$ cat src/rtl/audio_pkg.sv
// rtl/audio_pkg.sv - shared widths, rest index and sequencer state encoding
package audio_pkg;

  localparam int NOTE_W = 6;
  localparam logic [NOTE_W-1:0] REST_NOTE = 6'd63;
  localparam int TICK_W = 24;

  typedef enum logic [1:0] {
    IDLE = 2'd0,
    PLAY = 2'd1,
    DONE = 2'd2
  } seq_state_t;

  // Step period in CLOCK_50 cycles for a given tempo selection
  function automatic logic [TICK_W-1:0] step_period(input logic [TICK_W-1:0] base,
                                                    input logic [1:0] sel);
    return base >> sel;
  endfunction

endpackage

$ cat src/rtl/tempo_divider.sv
// rtl/tempo_divider.sv - per-step tick counter with live tempo period and expire pulse
import audio_pkg::*;

module tempo_divider #(
  parameter int BASE_TICKS = 6_250_000
) (
  input  logic       CLOCK_50,
  input  logic       reset,
  input  logic       enable,
  input  logic       clear,
  input  logic [1:0] tempo_sel,
  output logic       expire
);

  localparam logic [TICK_W-1:0] BASE = TICK_W'(BASE_TICKS);

  logic [TICK_W-1:0] count;
  logic [TICK_W-1:0] period;

  // Period follows tempo_sel every cycle; >= lets a shorter period cut the step short
  always_comb begin
    period = step_period(BASE, tempo_sel);
    expire = enable && (count >= (period - TICK_W'(1)));
  end

  // Count enabled cycles of the current step, wrapping on expiry
  always_ff @(posedge CLOCK_50) begin
    if (reset || clear) begin
      count <= '0;
    end else if (enable) begin
      count <= expire ? '0 : count + TICK_W'(1);
    end
  end

endmodule

$ cat src/rtl/note_sequencer.sv
// rtl/note_sequencer.sv - song-step sequencer; SEQ_LOOP_EN selects looping playback
import audio_pkg::*;

module note_sequencer #(
  parameter int SONG_LEN   = 47,
  parameter int BASE_TICKS = 6_250_000
) (
  input  logic              CLOCK_50,
  input  logic              reset,
  input  logic              start,
  input  logic              stop,
  input  logic              pause,
  input  logic [1:0]        tempo_sel,
  output logic [NOTE_W-1:0] note,
  output logic              step,
  output logic              playing,
  output logic              done
);

  localparam logic [NOTE_W-1:0] LAST_NOTE = NOTE_W'(SONG_LEN - 1);

  seq_state_t state;
  logic       expire;
  logic       tick_enable;
  logic       tick_clear;

  // Count only while actively playing; any start/stop or non-PLAY state restarts the step
  always_comb begin
    tick_enable = (state == PLAY) && !pause;
    tick_clear  = start || stop || (state != PLAY);
  end

  tempo_divider #(
    .BASE_TICKS (BASE_TICKS)
  ) u_tempo_divider (
    .CLOCK_50  (CLOCK_50),
    .reset     (reset),
    .enable    (tick_enable),
    .clear     (tick_clear),
    .tempo_sel (tempo_sel),
    .expire    (expire)
  );

  // Sequencer FSM with registered note/step/playing/done; stop beats start beats expiry
  always_ff @(posedge CLOCK_50) begin
    if (reset) begin
      state   <= IDLE;
      note    <= REST_NOTE;
      step    <= 1'b0;
      playing <= 1'b0;
      done    <= 1'b0;
    end else begin
      step <= 1'b0;
      done <= 1'b0;
      case (state)
        IDLE, DONE: begin
          if (start && !stop) begin
            state   <= PLAY;
            note    <= '0;
            step    <= 1'b1;
            playing <= 1'b1;
          end else begin
            state   <= IDLE;
            note    <= REST_NOTE;
            playing <= 1'b0;
          end
        end
        PLAY: begin
          if (stop) begin
            state   <= IDLE;
            note    <= REST_NOTE;
            playing <= 1'b0;
          end else if (start) begin
            note <= '0;
            step <= 1'b1;
          end else if (expire) begin
            if (note < LAST_NOTE) begin
              note <= note + NOTE_W'(1);
              step <= 1'b1;
            end else begin
`ifdef SEQ_LOOP_EN
              note <= '0;
              step <= 1'b1;
              done <= 1'b1;
`else
              state   <= DONE;
              note    <= REST_NOTE;
              playing <= 1'b0;
              done    <= 1'b1;
`endif
            end
          end
        end
        default: begin
          state   <= IDLE;
          note    <= REST_NOTE;
          playing <= 1'b0;
        end
      endcase
    end
  end

endmodule

$ cat config.mk
export PLATFORM = sky130hd
export DESIGN_NAME = note_sequencer
export DESIGN_NICKNAME = d
export VERILOG_FILES = /design/src/rtl/audio_pkg.sv /design/src/rtl/tempo_divider.sv /design/src/rtl/note_sequencer.sv
export SDC_FILE = /design/constraint.sdc
export NUM_CORES = 1
export LEC_CHECK = 0
export ABC_AREA = 1
export CAP_MARGIN = 20
export CELL_PAD_IN_SITES_DETAIL_PLACEMENT = 0
export CELL_PAD_IN_SITES_GLOBAL_PLACEMENT = 1
export CORE_MARGIN = 10
export CORE_UTILIZATION = 46
export CTS_CLUSTER_DIAMETER = 100
export DETAILED_ROUTE_END_ITERATION = 12
export HOLD_SLACK_MARGIN = 0.05
export PLACE_DENSITY_LB_ADDON = 0.12
export SLEW_MARGIN = 10
export SYNTH_ARGS = -nofsm -noshare
export SYNTH_HDL_FRONTEND = slang
export SYNTH_HIERARCHICAL = 1
export SYNTH_SLANG_ARGS = --single-unit
$ cat constraint.sdc
create_clock -name CLOCK_50 -period 6.8 [get_ports CLOCK_50]
set_clock_uncertainty 0.2 [all_clocks]
set_input_delay 1.36 -clock CLOCK_50 [delete_from_list [all_inputs] [get_ports CLOCK_50]]
set_output_delay 1.36 -clock CLOCK_50 [all_outputs]
set_load 0.01 [all_outputs]
# Word level (Yosys, flattened, before mapping)
# Cells that the tools add are included.
dict set report op_classes {
  add_sub_neg 3
  n_lt_le_gt_ge 2
  n_eq_ne 7
  shift 1
  mux 25
  bitwise_logic 2
  reduce_logical 12
}
# op n
set ops {}
lappend ops {{$mux 6} 5}
lappend ops {{$add 24x1->24 const B} 1}
lappend ops {{$ge 24x24->1} 1}
lappend ops {{$mux 24} 1}
lappend ops {{$shr 23x2->24 const A} 1}
lappend ops {{$sub 24x1->24 const B} 1}
lappend ops {{$pmux 6 s2} 1}
lappend ops {{$mux 1} 11}
lappend ops {{$mux 2} 4}
lappend ops {{$add 6x1->6 const B} 1}
lappend ops {{$lt 6x6->1 const B} 1}
lappend ops {{$ne 3x3->1 const B} 2}
lappend ops {{$reduce_or 5->1} 1}
lappend ops {{$ne 4x3->1 const B} 1}
lappend ops {{$pmux 1 s2} 2}
lappend ops {{$pmux 2 s2} 1}
lappend ops {{$logic_and 1x1->1} 3}
lappend ops {{$logic_or 1x1->1} 3}
lappend ops {{$ne 3x2->1 const B} 1}
lappend ops {{$reduce_and 3->1} 1}
lappend ops {{$eq 2x1->1 const B} 1}
lappend ops {{$eq 2x2->1 const B} 1}
lappend ops {{$logic_not 1->1} 2}
lappend ops {{$logic_not 2->1} 1}
lappend ops {{3 further kinds} 4}
dict set report word_totals {
  reg_bits 35
  output_inout_bits 9
}

# Depth between registers and ports, before layout
# Gate-level depths: netlist of run 1.
dict set report depth {
  word_depth 8
  ltp_mapped 20
  mapped_depth_nobuf 20
}

# Hierarchy
# Netlist of run 1, hierarchy kept.
# module instances cells_per_inst area_each_um2 seq_area_each_um2
set modules_own_cells {}
lappend modules_own_cells {tempo_divider 1 261 1794.2 480.5}
lappend modules_own_cells {note_sequencer 1 103 670.6 220.2}

# Least setup slack after synthesis of run 1
# Ideal clock, no wire load.
dict set report synth_path {
  path_kind {input-to-reg}
  start {input port tempo_sel[1]}
  end {register playing}
  arrival_time_ns 3.163
  required_time_ns 6.483
  setup_slack_ns 3.320
  cell_stages 18
  n_path_buf 1
  path_cell_list {buf_2 nand2_2 ha_1 ha_1 nand2_1 inv_1 nand2_1 nand2_1 nand2_1 nand2_1 nand3_1 nand3_1 nand2_1 inv_1 nand2_1 nand3b_2 nand3_1 a21oi_1}
}
dict set report synth_between {
  elab_chain_cells 6
}
# item line
set synth_rtl {}
lappend synth_rtl {{start: declaration} note_sequencer.sv:13} ;# input logic [1:0] tempo_sel,
lappend synth_rtl {{$shr 23x2->24} audio_pkg.sv:17} ;# return base >> sel;
lappend synth_rtl {{$sub 24x1->24} tempo_divider.sv:23} ;# expire = enable && (count >= (period - TICK_W'(1)));
lappend synth_rtl {{$ge 24x24->1} tempo_divider.sv:23}
lappend synth_rtl {{$logic_and 1x1->1} tempo_divider.sv:23}
lappend synth_rtl {{via expire} note_sequencer.sv:23} ;# logic expire;
lappend synth_rtl {{$ne 3x2->1 (no line)} n/a}
lappend synth_rtl {{$reduce_and 3->1 (no line)} n/a}
lappend synth_rtl {{end signal: assignment} note_sequencer.sv:50} ;# playing <= 1'b0;
lappend synth_rtl {{end signal: assignment} note_sequencer.sv:61} ;# playing <= 1'b1;
lappend synth_rtl {{end signal: assignment} note_sequencer.sv:65} ;# playing <= 1'b0;
lappend synth_rtl {{end: declaration} note_sequencer.sv:16} ;# output logic playing,
# The timed path passes the listed nets, and every way through them passes these cells.
# A chain may end at the register's enable or synchronous reset.

# Worst setup path after layout of run 1
dict set report layout_path {
  start {input port tempo_sel[0]}
  end {register playing}
}
# Same word-level chain as after synthesis.

==> flow_summary.json, run 1 <==
{
  "core_um2": 5140,
  "ir_drop_v": 0.000105,
  "drtIter0Drc": 49,
  "die_w_um": 93.2,
  "n_fill_cell": 568,
  "start_util": 0.480,
  "final_cell_area_um2": 2770,
  "wl_per_cell_um": 11.9,
  "worstPathCellList": "clkdlybuf4s50_1 -> inv_2 -> nand2_2 -> ha_1 -> ha_1 -> nand2_1 -> inv_1 -> nand2_1 -> nand2_1 -> nand2_1 -> nand2_1 -> nand3_1 -> nand3_1 -> nand2_1 -> inv_1 -> nand2_1 -> nand3b_2 -> nand3_1 -> a21oi_1",
  "clock_latency_ns": 0.29,
  "r2r_cells": 12,
  "cts.sinks": 35,
  "ys_ff_latch": 35,
  "slew_violations": 0,
  "seq_power_share": 0.497,
  "slowest_delay_ns": 0.56,
  "post_cts_buffers": 0,
  "postRouteWirelength_um": 5410,
  "clkTransAtPathRegs_ns": 0.07,
  "dieArea_um2": 8690,
  "cts_buffer_depth": 2,
  "p_switching_uw": 107,
  "maxCapViolCount": 0,
  "antenna_found_initial": 0,
  "synth.most_common_cell": "nand2_1",
  "internal_power_uw": 321,
  "die_h_um": 93.2,
  "drt_first_pass_iters": 4,
  "postCtsHoldBufs": 0,
  "r2r-end": "u_tempo_divider/count[23]",
  "ys_async_sr_fraction": 0,
  "io_pins": 16,
  "p_sw_frac": 0.250,
  "holdPathEnd": "playing",
  "drcViolationCount": 0,
  "hp-class": "flop to flop",
  "crit_path_max_fanout": 7,
  "postSynthCellCount": 364,
  "worst_pin_slew_ns": 0.530,
  "timing.final.crit_share": 0.587,
  "globalplace.congestion": 0.802,
  "grt_pass1_wl_um": 9540,
  "root_buffer": "clkbuf_8",
  "viasPerCell": 4.72,
  "vias": 2139,
  "synth_edf_count": 0,
  "syn_to_final_growth_pct": 12.3,
  "final_antenna_net_count": 0,
  "p_comb_frac": 0.112,
  "io_buffer_count": 15,
  "min_period_ns": 3.99,
  "critPathKind": "input port to flop",
  "ys_top_cells_by_count": "nand2_1, inv_1, nor2_1, dfxtp_1, ha_1",
  "synth_top_area_cell": "dfxtp_1",
  "ys_warn_count": 6,
  "setup_violations": 0,
  "grt_overflow": 0,
  "dp_hpwl_um": 4300,
  "synth_seq_area_share": 0.284,
  "grt_max_degree": 22,
  "first_global_vias": 2091,
  "insertedDiodeCount": 0,
  "endpoint_kind": "flop",
  "fin_util": 0.538,
  "power_frac_clock": 0.392,
  "synth_top_area_frac": 0.284,
  "cp_common_cell": "nand2_1",
  "track_usage": 0.135,
  "status": "finished clean",
  "num_rows": 26,
  "p_leak_nw": 1.34,
  "r2r_slack_ns": 4.38,
  "cts_tree": "yes",
  "power_density_nw_per_um2": 155,
  "cts.repair.resized": 0,
  "yosys-top-cells-area": "dfxtp_1, nand2_1, ha_1",
  "fin_setup_tns_ns": 0,
  "critPathSlowestCell": "clkdlybuf4s50_1",
  "placed_cell_area_um2": 2670,
  "syn_area_um2": 2460,
  "hold_viol_final": 0,
  "max_slew_margin": 0.644,
  "whs_path_depth": 2,
  "syn_avg_cell_area_um2": 6.77,
  "arrival_ns": 3.96,
  "r2r_start": "state[0]",
  "fin_nets": 411,
  "cp.required_ns": 6.77,
  "rsz0062_at_grt": "false",
  "yosysUniqueCellTypes": 37,
  "drive_above_1_share": 0.0940,
  "worstHoldStart": "playing",
  "start_kind": "input port",
  "htree_levels": 2,
  "synthFlopType": "dfxtp_1",
  "clock.fmax_ghz": 0.251,
  "cts_buffers": 5
}
-- per-layer routing --
metal,vias to the layer above,routed length (µm),global-route usage
li1,1178,-,-
met1,927,2600,0.161
met2,23,2510,0.227
met3,11,171,0.0264
met4,0,131,0.0643
met5,-,0,0
-- stage by stage --
stage	hold slack, ns	instances	setup slack (ns)	total power [mW]
after global placement	0.284	445	2.53	0.265
after CTS	0.302	453	2.80	0.435
after global routing	0.332	453	2.51	0.448
after floorplan	0.296	365	3.32	0.248
final	0.309	453	2.81	0.428
after detailed placement	0.292	445	2.47	0.266
-- worst max-delay path: cells and delay by family --
family	cells	cell delay, ns
adder cells (fa/ha/maj)	2	0.59
buffers and inverters	4	0.94
AO/OA/AOI/OAI	1	0.06
AND/OR/NAND/NOR	12	1.00
-- final cells by class --
class                      count  area [µm²]  share of cell area
tap                           70        87.6              0.0316
multi-input combinational    273        1530               0.554
clock buffer                   8         100              0.0362
timing repair buffer          15         150              0.0542
inverter                      52         195              0.0705
sequential                    35         701               0.253
-- sequential cells by signal, indices dropped and copies added (netlist names) --
register / flops
u_tempo_divider/count: 24
note: 6
state: 2
done: 1
playing: 1
step: 1
-- cell usage in the layout (no fill, tap or decap), types with 8 or more instances in the layout --
master,synthesis,final
a21oi_1,10,10
clkdlybuf4s50_1,0,15
dfxtp_1,35,35
ha_1,22,22
inv_1,47,47
nand2_1,110,110
nand2_2,10,10
nand3_1,18,18
nand4_1,9,9
nor2_1,43,43
xor2_1,8,8
-- cell families after synthesis --
| logic type | share of synthesized area |
|---|---|
| DFF | 0.284 |
| muxes | 0.00406 |
| other | 0.00305 |
| AOI/OAI and AO/OA | 0.0472 |
| buffers and inverters | 0.0949 |
| adders and majority gates | 0.112 |
| and+or+nand+nor | 0.409 |
| xor gates and xnor gates | 0.0462 |
-- worst max path at each step --
| stage | to | startpoint | cells after the start | slack [ns] |
|---|---|---|---|---|
| final | playing | tempo_sel[0] | 19 | 2.81 |
| after global routing | done | tempo_sel[0] | 18 | 2.51 |
| after CTS | state[1] | tempo_sel[0] | 18 | 2.80 |
| after detailed placement | state[1] | tempo_sel[0] | 18 | 2.47 |
| after global placement | playing | tempo_sel[0] | 19 | 2.53 |
| after floorplan | playing | tempo_sel[1] | 18 | 3.32 |
-- power groups by stage --
stage	clock (mW)	sequential, mW	combinational, mW
after floorplan	0	0.217	0.0312
after global placement	0	0.217	0.0482
after detailed placement	0	0.217	0.0484
after CTS	0.174	0.212	0.0487
after global routing	0.180	0.213	0.0555
final	0.168	0.212	0.0479
(Power assumes the default switching activity.)
==> inputs of run 2 (changes only) <==
--- a/config.mk
+++ b/config.mk
@@ -10,7 +10,7 @@
 export CELL_PAD_IN_SITES_DETAIL_PLACEMENT = 0
 export CELL_PAD_IN_SITES_GLOBAL_PLACEMENT = 1
 export CORE_MARGIN = 10
-export CORE_UTILIZATION = 46
+export CORE_UTILIZATION = 39
 export CTS_CLUSTER_DIAMETER = 100
 export DETAILED_ROUTE_END_ITERATION = 12
 export HOLD_SLACK_MARGIN = 0.05
==> constraint.sdc (replaced) <==
create_clock -name CLOCK_50 -period 3.4 [get_ports CLOCK_50]
set_clock_uncertainty 0.2 [all_clocks]
set_input_delay 0.68 -clock CLOCK_50 [delete_from_list [all_inputs] [get_ports CLOCK_50]]
set_output_delay 0.68 -clock CLOCK_50 [all_outputs]
set_load 0.01 [all_outputs]
==> flow_summary.json, run 2 (synthesis results as in run 1) <==
{
  "status": "finished clean",
  "drive_above_1_share": 0.118,
  "drcViolationCount": 0,
  "drtIter0Drc": 89,
  "path_buf_inv": 4,
  "critPathKind": "input port to flop",
  "max_slew_margin": 0.622,
  "dieArea_um2": 9900,
  "worst_pin_slew_ns": 0.562,
  "r2r_slack_ns": 1.10,
  "root_buffer": "clkbuf_8",
  "power_density_nw_per_um2": 292,
  "hold_viol_final": 0,
  "grt_max_degree": 22,
  "setup_violations": 0,
  "final_cell_mix": "nand2_1, inv_1, nor2_1",
  "cts_buffers": 5,
  "first_global_vias": 1948,
  "worstPathCellList": "dlymetal6s2s_1 -> inv_2 -> nand2_2 -> ha_1 -> ha_1 -> nand2_1 -> inv_1 -> nand2_1 -> nand2_1 -> nand2_1 -> nand2_1 -> nand3_1 -> nand3_1 -> nand2_1 -> inv_1 -> nand2_1 -> nand3b_2 -> nand3_1 -> a21oi_1",
  "viasPerCell": 4.64,
  "largest_reg_flops": 24,
  "worstHoldStart": "playing",
  "dp_cells": 459,
  "drt_first_pass_iters": 4,
  "cp_common_cell": "nand2_1",
  "htree_levels": 2,
  "crit_path_max_fanout": 6,
  "post_cts_buffers": 0,
  "n_fill_cell": 652,
  "antenna_found_initial": 0,
  "grt_pass1_wl_um": 9370,
  "start_kind": "input port",
  "postRouteWirelength_um": 5560,
  "io_buffer_count": 15,
  "die_h_um": 99.5,
  "cts.sinks": 35,
  "syn_to_final_growth_pct": 15.7,
  "fin_nets": 420,
  "timing.final.crit_share": 0.817,
  "hp-class": "flop to flop",
  "slew_violations": 0,
  "insertedDiodeCount": 0,
  "fin_setup_tns_ns": 0,
  "maxCapViolCount": 0,
  "globalplace.congestion": 0.870,
  "wl_per_cell_um": 11.9,
  "ir_drop_v": 0.000247,
  "vias": 2164,
  "startpoint": "tempo_sel[0]",
  "num_rows": 28,
  "critPathSlowestCell": "ha_1",
  "cts_tree": "yes",
  "io_pins": 16,
  "core_um2": 6030,
  "final_cell_area_um2": 2850,
  "die_w_um": 99.5,
  "cp.required_ns": 3.36,
  "path_delay_family": "simple AND/OR/NAND/NOR gates",
  "slowest_delay_ns": 0.30,
  "layout_commonest_cell": "nand2_1",
  "hold_ws_ns": 0.307,
  "p_leak_nw": 1.40,
  "stdcell_count": 466,
  "placed_cell_area_um2": 2750,
  "min_period_ns": 2.78,
  "rsz0062_at_grt": "false",
  "arrival_ns": 2.74,
  "final_antenna_net_count": 0,
  "dp_hpwl_um": 4450,
  "cts_buffer_depth": 2,
  "setup_ws_ns": 0.622,
  "clock_latency_ns": 0.28,
  "r2r_start": "u_tempo_divider/count[15]",
  "clock.fmax_ghz": 0.360,
  "endpoint_kind": "flop",
  "max_flop_register": "u_tempo_divider/count",
  "clkTransAtPathRegs_ns": 0.07,
  "start_util": 0.409,
  "dpl_worst_slack_ns": -0.0833,
  "track_usage": 0.114,
  "grt_overflow": 0,
  "top_regs": "u_tempo_divider/count (24), note (6), state (2)"
}
[run 2: cell types whose count changed in the layout (fill, tap and decap cells not counted), sizes merged]
cell | previous run | this run
clkbuf | 8 | 6
clkdlybuf4s50 | 15 | 13
buf | 0 | 9
clkinv | 0 | 1
dlymetal6s2s | 0 | 2
[run 2: area by class of cell]
cell class              instances  area [µm²]  area share
clock buffers                   6        82.6      0.0289
clock inverters                 1        5.00     0.00175
inverters                      52         195      0.0684
multi-input cells             273        1540       0.540
flip-flops and latches         35         701       0.246
well taps                      75        93.8      0.0329
repair buffers                 24         235      0.0825
[run 2: per-layer routing]
metal / share of wire / global-route usage
met3: 0.029 / 0.0270
met4: 0.0083 / 0.0331
met5: 0 / 0
met2: 0.45 / 0.178
met1: 0.51 / 0.150
[run 2: worst register-to-register path, delay by kind of cell, from the launching register on]
family / cells / cell delay (ns)
adders and majority gates: 1 / 0.32
and+or+nand+nor: 9 / 1.05
AOI/OAI and AO/OA: 1 / 0.06
buffers and inverters: 2 / 0.18
DFF: 1 / 0.38
[run 2: through the flow]
stage / total power [mW] / utilization
2_1_floorplan: 0.496 / -
6_report: 0.834 / 0.473
4_1_cts: 0.847 / 0.472
5_1_grt: 0.875 / 0.473
3_3_place_gp: 0.535 / 0.457
3_5_place_dp: 0.536 / 0.457
[run 2: power breakdown]
part	internal (mW)	switching, mW
registers	0.416	0.00861
logic	0.0442	0.0570
clock network	0.159	0.150
total	0.619	0.215
[run 2: worst paths after layout]
check,to,cells after the start
worst max-delay path,playing,19
worst min-delay path,playing,2
worst max register to register,playing,13
worst min register to register,playing,2
[run 2: what timing repair did]
item | in CTS | in global routing
gates resized for setup | 0 | 3
setup endpoints to repair | 0 | 6
hold buffers | 0 | 0
